### config.mk
export PLATFORM = sky130hd
export DESIGN_NAME = cfg_reg_initiator
export DESIGN_NICKNAME = d
export VERILOG_FILES = /design/src/rtl/cfg_bus_pkg.sv /design/src/rtl/cfg_timeout_ctr.sv /design/src/rtl/cfg_reg_initiator.sv
export SDC_FILE = /design/constraint.sdc
export NUM_CORES = 1
export LEC_CHECK = 0
export ABC_AREA = 1
export ABC_CLOCK_PERIOD_IN_PS = 3800
export BUFFER_PORTS_ARGS = -buffer_cell sky130_fd_sc_hd__buf_2
export CAP_MARGIN = 15
export CORE_MARGIN = 1.5
export CORE_UTILIZATION = 48
export CTS_CLUSTER_DIAMETER = 80
export CTS_CLUSTER_SIZE = 14
export DETAILED_ROUTE_END_ITERATION = 10
export PLACE_DENSITY = 0.89
export REMOVE_ABC_BUFFERS = 1
export SLEW_MARGIN = 20
export SYNTH_ARGS = -nofsm -noshare
export SYNTH_HDL_FRONTEND = slang
export SYNTH_SLANG_ARGS = --single-unit
### constraint.sdc
create_clock -name clk -period 3.8 [get_ports clk]
set_input_delay 0.19 -clock clk [delete_from_list [all_inputs] [get_ports clk]]
set_output_delay 0.19 -clock clk [all_outputs]
set_load 0.05 [all_outputs]
### src/rtl/cfg_bus_pkg.sv
// Shared types and default sizing for the config-register bus initiator.
package cfg_bus_pkg;

  localparam int DEF_DATA_W  = 3;
  localparam int DEF_NUM_TGT = 4;
  localparam int DEF_TIMEOUT = 15;

  typedef enum logic [1:0] {
    S_IDLE,
    S_WRITE,
    S_READ,
    S_RESP
  } state_t;

  typedef struct packed {
    logic [DEF_DATA_W-1:0] rdata;
    logic                  err;
  } rsp_t;

endpackage

### src/rtl/cfg_timeout_ctr.sv
// Clear/enable up-counter; done flags the cycle whose increment reaches TIMEOUT.
module cfg_timeout_ctr #(
  parameter  int TIMEOUT = 15,
  localparam int CNT_W   = $clog2(TIMEOUT + 1)
) (
  input  logic             clk,
  input  logic             rst,
  input  logic             clr,
  input  logic             en,
  output logic [CNT_W-1:0] cnt,
  output logic             done
);

  always_ff @(posedge clk) begin
    if (rst || clr) begin
      cnt <= '0;
    end else if (en) begin
      cnt <= cnt + 1'b1;
    end
  end

  assign done = en && (cnt == CNT_W'(TIMEOUT - 1));

endmodule

### src/rtl/cfg_reg_initiator.sv
// Host-side initiator driving per-register wen/ren strobes with one command in flight.
// Optional CFG_INIT_READBACK_EN: every write is verified by reading the target back.
//
// state   | meaning
// IDLE    | waiting for a command (cmd_ready high)
// WRITE   | one-cycle write strobe to the addressed target
// READ    | read strobe held until target ready or timeout
// RESP    | response held on rsp_* until host accepts
module cfg_reg_initiator
  import cfg_bus_pkg::*;
#(
  parameter  int DATA_W  = DEF_DATA_W,
  parameter  int NUM_TGT = DEF_NUM_TGT,
  parameter  int TIMEOUT = DEF_TIMEOUT,
  localparam int ADDR_W  = (NUM_TGT > 1) ? $clog2(NUM_TGT) : 1
) (
  input  logic                      clk,
  input  logic                      rst,
  input  logic                      cmd_valid,
  output logic                      cmd_ready,
  input  logic                      cmd_write,
  input  logic [ADDR_W-1:0]         cmd_addr,
  input  logic [DATA_W-1:0]         cmd_wdata,
  output logic                      rsp_valid,
  input  logic                      rsp_ready,
  output logic [DATA_W-1:0]         rsp_rdata,
  output logic                      rsp_err,
  output logic [NUM_TGT-1:0]        tgt_wen,
  output logic [NUM_TGT-1:0]        tgt_ren,
  output logic [DATA_W-1:0]         tgt_wdata,
  input  logic [NUM_TGT*DATA_W-1:0] tgt_rdata,
  input  logic [NUM_TGT-1:0]        tgt_ready
);

  localparam int CNT_W = $clog2(TIMEOUT + 1);

`ifdef CFG_INIT_READBACK_EN
  localparam state_t WRITE_NEXT = S_READ;
`else
  localparam state_t WRITE_NEXT = S_RESP;
`endif

  state_t             state_q, state_d;
  logic               write_q;
  logic [ADDR_W-1:0]  addr_q;
  logic [DATA_W-1:0]  wdata_q;
  logic [DATA_W-1:0]  rdata_q, rdata_d;
  logic               err_q, err_d;
  logic               cmd_ready_q;
  logic [CNT_W-1:0]   cnt;
  logic               done;
  logic               accept;
  logic               bad_addr;
  logic [DATA_W-1:0]  sel_rdata;
  logic               sel_ready;

  cfg_timeout_ctr #(.TIMEOUT(TIMEOUT)) u_ctr (
    .clk  (clk),
    .rst  (rst),
    .clr  (state_q != S_READ),
    .en   (state_q == S_READ),
    .cnt  (cnt),
    .done (done)
  );

  assign accept    = (state_q == S_IDLE) && cmd_valid && cmd_ready_q;
  assign bad_addr  = {1'b0, cmd_addr} >= (ADDR_W + 1)'(NUM_TGT);
  assign sel_rdata = tgt_rdata[int'(addr_q) * DATA_W +: DATA_W];
  assign sel_ready = tgt_ready[addr_q];

  always_comb begin
    state_d = state_q;
    rdata_d = rdata_q;
    err_d   = err_q;
    case (state_q)
      S_IDLE: begin
        if (accept) begin
          if (bad_addr) begin
            state_d = S_RESP;
            err_d   = 1'b1;
            rdata_d = '0;
          end else if (cmd_write) begin
            state_d = S_WRITE;
          end else begin
            state_d = S_READ;
          end
        end
      end
      S_WRITE: begin
        state_d = WRITE_NEXT;
        err_d   = 1'b0;
        rdata_d = '0;
      end
      S_READ: begin
        // target ready lags ren by a register, so the first READ cycle never completes
        if ((cnt != '0) && sel_ready) begin
          state_d = S_RESP;
          if (write_q && (sel_rdata != wdata_q)) begin
            err_d   = 1'b1;
            rdata_d = '0;
          end else begin
            err_d   = 1'b0;
            rdata_d = sel_rdata;
          end
        end else if (done) begin
          state_d = S_RESP;
          err_d   = 1'b1;
          rdata_d = '0;
        end
      end
      S_RESP: begin
        if (rsp_ready) begin
          state_d = S_IDLE;
          err_d   = 1'b0;
          rdata_d = '0;
        end
      end
      default: state_d = S_IDLE;
    endcase
  end

  always_ff @(posedge clk) begin
    if (rst) begin
      state_q     <= S_IDLE;
      write_q     <= 1'b0;
      addr_q      <= '0;
      wdata_q     <= '0;
      rdata_q     <= '0;
      err_q       <= 1'b0;
      cmd_ready_q <= 1'b0;
    end else begin
      state_q     <= state_d;
      rdata_q     <= rdata_d;
      err_q       <= err_d;
      cmd_ready_q <= (state_d == S_IDLE);
      if (accept) begin
        write_q <= cmd_write;
        addr_q  <= cmd_addr;
        wdata_q <= cmd_wdata;
      end
    end
  end

  always_comb begin
    tgt_wen = '0;
    tgt_ren = '0;
    for (int i = 0; i < NUM_TGT; i++) begin
      tgt_wen[i] = (state_q == S_WRITE) && (addr_q == ADDR_W'(i));
      tgt_ren[i] = (state_q == S_READ) && (addr_q == ADDR_W'(i));
    end
  end

  assign cmd_ready = cmd_ready_q;
  assign rsp_valid = (state_q == S_RESP);
  assign rsp_rdata = rdata_q;
  assign rsp_err   = err_q;
  assign tgt_wdata = wdata_q;

endmodule

==> metrics.md <==
| Metric | Value |
|---|---|
| FMAX | 609 MHz |
| Crit path kind | flop to output pin |
| Area after DPL | 1270 um2 |
| I/O pin cnt | 43 |
| Crit path DAT | 1450 ps |
| Vias in the first global route | 923 |
| Final Cycle Share | 0.432 |
| Share of power burned in registers | 0.399 |
| Simple-Gate Fraction of Synth Area | 0.430 |
| Max Cap Viol | 0 |
| GRT overflow | 0 |
| First-pass GRT wire length | 3.59 mm |
| Critical path's top delay family | buffers and inverters |
| GRT Util Overall | 0.181 |
| Cells after Synth | 160 |
| Share of total power in the clock network | 0.170 |
| Layout area overhead | 22.0% |
| Crit-path slowest cell | dfxtp_1 |
| Crit. End Element | output pin |
| Drt wl/cell | 9.65 um |
| Int Power | 0.315 mW |
| Worst Skew | 1.65 ps |
| Clock Latency Late Sink | 290 ps |
| TritonCTS Buffers | 3 |
| Die Wd | 50.0 um |
| Power, Total | 0.561 mW |
| Fin crit period | 1640 ps |
| CTS tree | yes |
| Die H | 50.0 um |
| DR vias | 1,076 |
| Syn_area_per_cell | 6.62 um2 |
| Clk Tree Root Cell | clkbuf_4 |
| XOR/XNOR Fraction of Synth Area | 0.00826 |
| Worst-path cell chain | inv_1 > nor2_1 > inv_1 > nor2_1 > buf_2 |
| Psw | 0.246 mW |
| Register Area | 340 um2 |
| Final setup violation count | 0 |
| Clk pin slew, worst setup/hold paths | 90 ps |
| Remaining antenna violation count | 0 |
| Max incr delay on CP | 400 ps |
| Switching part of the total | 0.438 |
| DRT Pass-1 Iters | 4 |
| Final GP Congestion | 0.842 |
| # clock sinks | 17 |
| Synth Area in Adders | 0.0354 |
| Post-synthesis mux area share | 0 |
| Pleak | 0.676 nW |
| RSZ-0062 raised after global routing | no |
| Die Footprint | 2500 um2 |
| Highest ir drop seen on vdd | 0.292 mV |
| Crit-path max FO | 5 |
| # diodes | 0 |
| Cts hold-fix bufs | 0 |
| Endpoints failing hold | 0 |
| Final Core Density | 0.639 |
| CTS H-tree lvls | 1 |
| Minimum hold slack | 147 ps |
| Layout Cell Area excl Fill | 1290 um2 |
| Multi-input logic area | 597 um2 |
| Combinational share of power | 0.431 |
| Worst EP required | 3610 ps |
| Largest family of logic cells by synthesized area | simple AND/OR/NAND/NOR gates |
| FF+latch count, synth | 17 |
| Number of I/O port buffers | 42 |
| Nets | 231 |
| Post-CTS Setup Inserts | 0 |
| Cell Area, Synth | 1060 um2 |
| Layout fillers | 193 |
| Synth warn | 0 |
| Cell variety after synth | 27 |
| Max clock buf depth | 2 |
| Measured slew at the worst slew-check pin | 398 ps |
| Power density over the cells | 434 nW/um2 |
| DRT iter0 DRCs | 25 |
| # resized after CTS | 0 |
| Register area share after synthesis | 0.321 |
| Slew HR | 0.734 |
| Dpl hpwl | 1.83 mm |
| Via-per-instance ratio | 4.72 |
| Crit start category | flop |
| Final wirelength | 2.20 mm |
| # DRC | 0 |
| Largest net degree at the start of global routing | 13 |
| Max Slew Vio Count | 0 |
| Rows | 16 |
| Initial antenna violation count | 0 |
| Worst path bufs/invs | 3 |
| Fin Setup TNS | 0 ps |
| Hold Path Class | input pin to flop |
| Core Area | 2020 um2 |
| Post-synthesis compound-gate area fraction | 0.0897 |
| Layout cell share with drive strength beyond 1 | 0.348 |
| Initial Util | 0.524 |
| Status | finished clean |
==> layout by cell type (no fill, tap or decap) <==
cell	count
ha_1	3
nand3_1	12
and2_1	1
nand3_2	1
inv_2	2
clkbuf_1	1
dfxtp_1	17
o21a_1	1
nor3_2	1
a21oi_1	9
nand2_1	35
nand2_4	1
nor2_1	22
clkbuf_4	3
a41oi_1	1
inv_4	1
nand3b_1	1
o21ai_0	5
xnor2_1	1
buf_2	42
nand4_2	1
nand4_1	1
or2_1	1
nor3_1	1
a21oi_2	1
nand2_2	17
inv_1	19
==> path summary, 6_finish.rpt <==
| kind | startpoint | to | slack (ps) | cells past startpoint |
|---|---|---|---|---|
| worst min register to register | u_ctr.cnt[0]$_SDFFE_PP0P_ | u_ctr.cnt[0]$_SDFFE_PP0P_ | 460 | 1 |
| worst min-delay path | rst | rsp_err$_SDFFE_PP0P_ | 150 | 2 |
| worst max-delay path | state_q[1]$_SDFF_PP0_ | tgt_ren[2] | 2160 | 5 |
| worst max register to register | addr_q[0]$_SDFFE_PP0N_ | state_q[0]$_SDFF_PP0_ | 2210 | 8 |
==> logic make-up (layout without fill, tap and decap cells) <==
logic type,Yosys count,in the layout
adder cells (fa/ha/maj),3,3
AND/OR/NAND/NOR,95,95
buffers and inverters,27,68
XOR/XNOR,1,1
AO/OA/AOI/OAI,17,17
flip-flops,17,17
==> metrics by stage <==
stage | worst slack, ps | std cells
2_1_floorplan | 2270 | 155
3_3_place_gp | 2270 | 224
3_5_place_dp | 2220 | 224
4_1_cts | 2160 | 228
5_1_grt | 1960 | 228
6_report | 2160 | 228
==> state kept, by name, summed over array words and instances, names as in the netlist <==
| name | cells |
|---|---|
| write_q | 1 |
| rsp_rdata | 3 |
| rsp_err | 1 |
| state_q | 2 |
| addr_q | 2 |
| u_ctr.cnt | 4 |
| cmd_ready | 1 |
| tgt_wdata | 3 |
==> cells in the mapped netlist <==
| library cell | number | area [um2] |
|---|---|---|
| or2_1 | 1 | 6.26 |
| nand2_1 | 35 | 131 |
| ha_1 | 3 | 37.5 |
| dfxtp_1 | 17 | 340 |
| o21ai_0 | 5 | 25.0 |
| and2_1 | 1 | 6.26 |
| nand3_2 | 1 | 10.0 |
| xnor2_1 | 1 | 8.76 |
| nor3_2 | 1 | 10.0 |
| o21a_1 | 1 | 7.51 |
| inv_1 | 19 | 71.3 |
| a41oi_1 | 1 | 8.76 |
| nor2_1 | 22 | 82.6 |
| nand2_2 | 17 | 106 |
| inv_2 | 2 | 7.51 |
| a21oi_2 | 1 | 8.76 |
| a21oi_1 | 9 | 45.0 |
| nand4_1 | 1 | 6.26 |
| nand4_2 | 1 | 12.5 |
| nand3b_1 | 1 | 7.51 |
| buf_4 | 1 | 7.51 |
| buf_6 | 2 | 22.5 |
| clkbuf_1 | 2 | 7.51 |
| nand3_1 | 12 | 60.1 |
| inv_4 | 1 | 6.26 |
| nor3_1 | 1 | 5.00 |
| nand2_4 | 1 | 11.3 |
==> cell type report <==
class	instances	share of cell area
multi-input combinational	116	0.462
sequential	17	0.263
timing repair buffer	42	0.163
inverter	22	0.0658
tap	27	0.0261
clock buffer	4	0.0203
==> power by group through the flow <==
stage	clock (mW)	sequential, mW	combinational (mW)
floorplan	0	0.258	0.155
global placement	0	0.227	0.241
detailed placement	0	0.227	0.243
CTS	0.0967	0.223	0.243
global route	0.105	0.227	0.270
finish	0.0954	0.224	0.242
==> per-layer routing <==
layer / GRT usage / vias up / part of all wire
met5: 0 / - / 0
met2: 0.336 / 18 / 0.53
met4: 0.0139 / 0 / 0.0036
li1: - / 584 / -
met1: 0.215 / 472 / 0.44
met3: 0.0455 / 2 / 0.034
No activity file was read; power rests on OpenSTA's default activity.
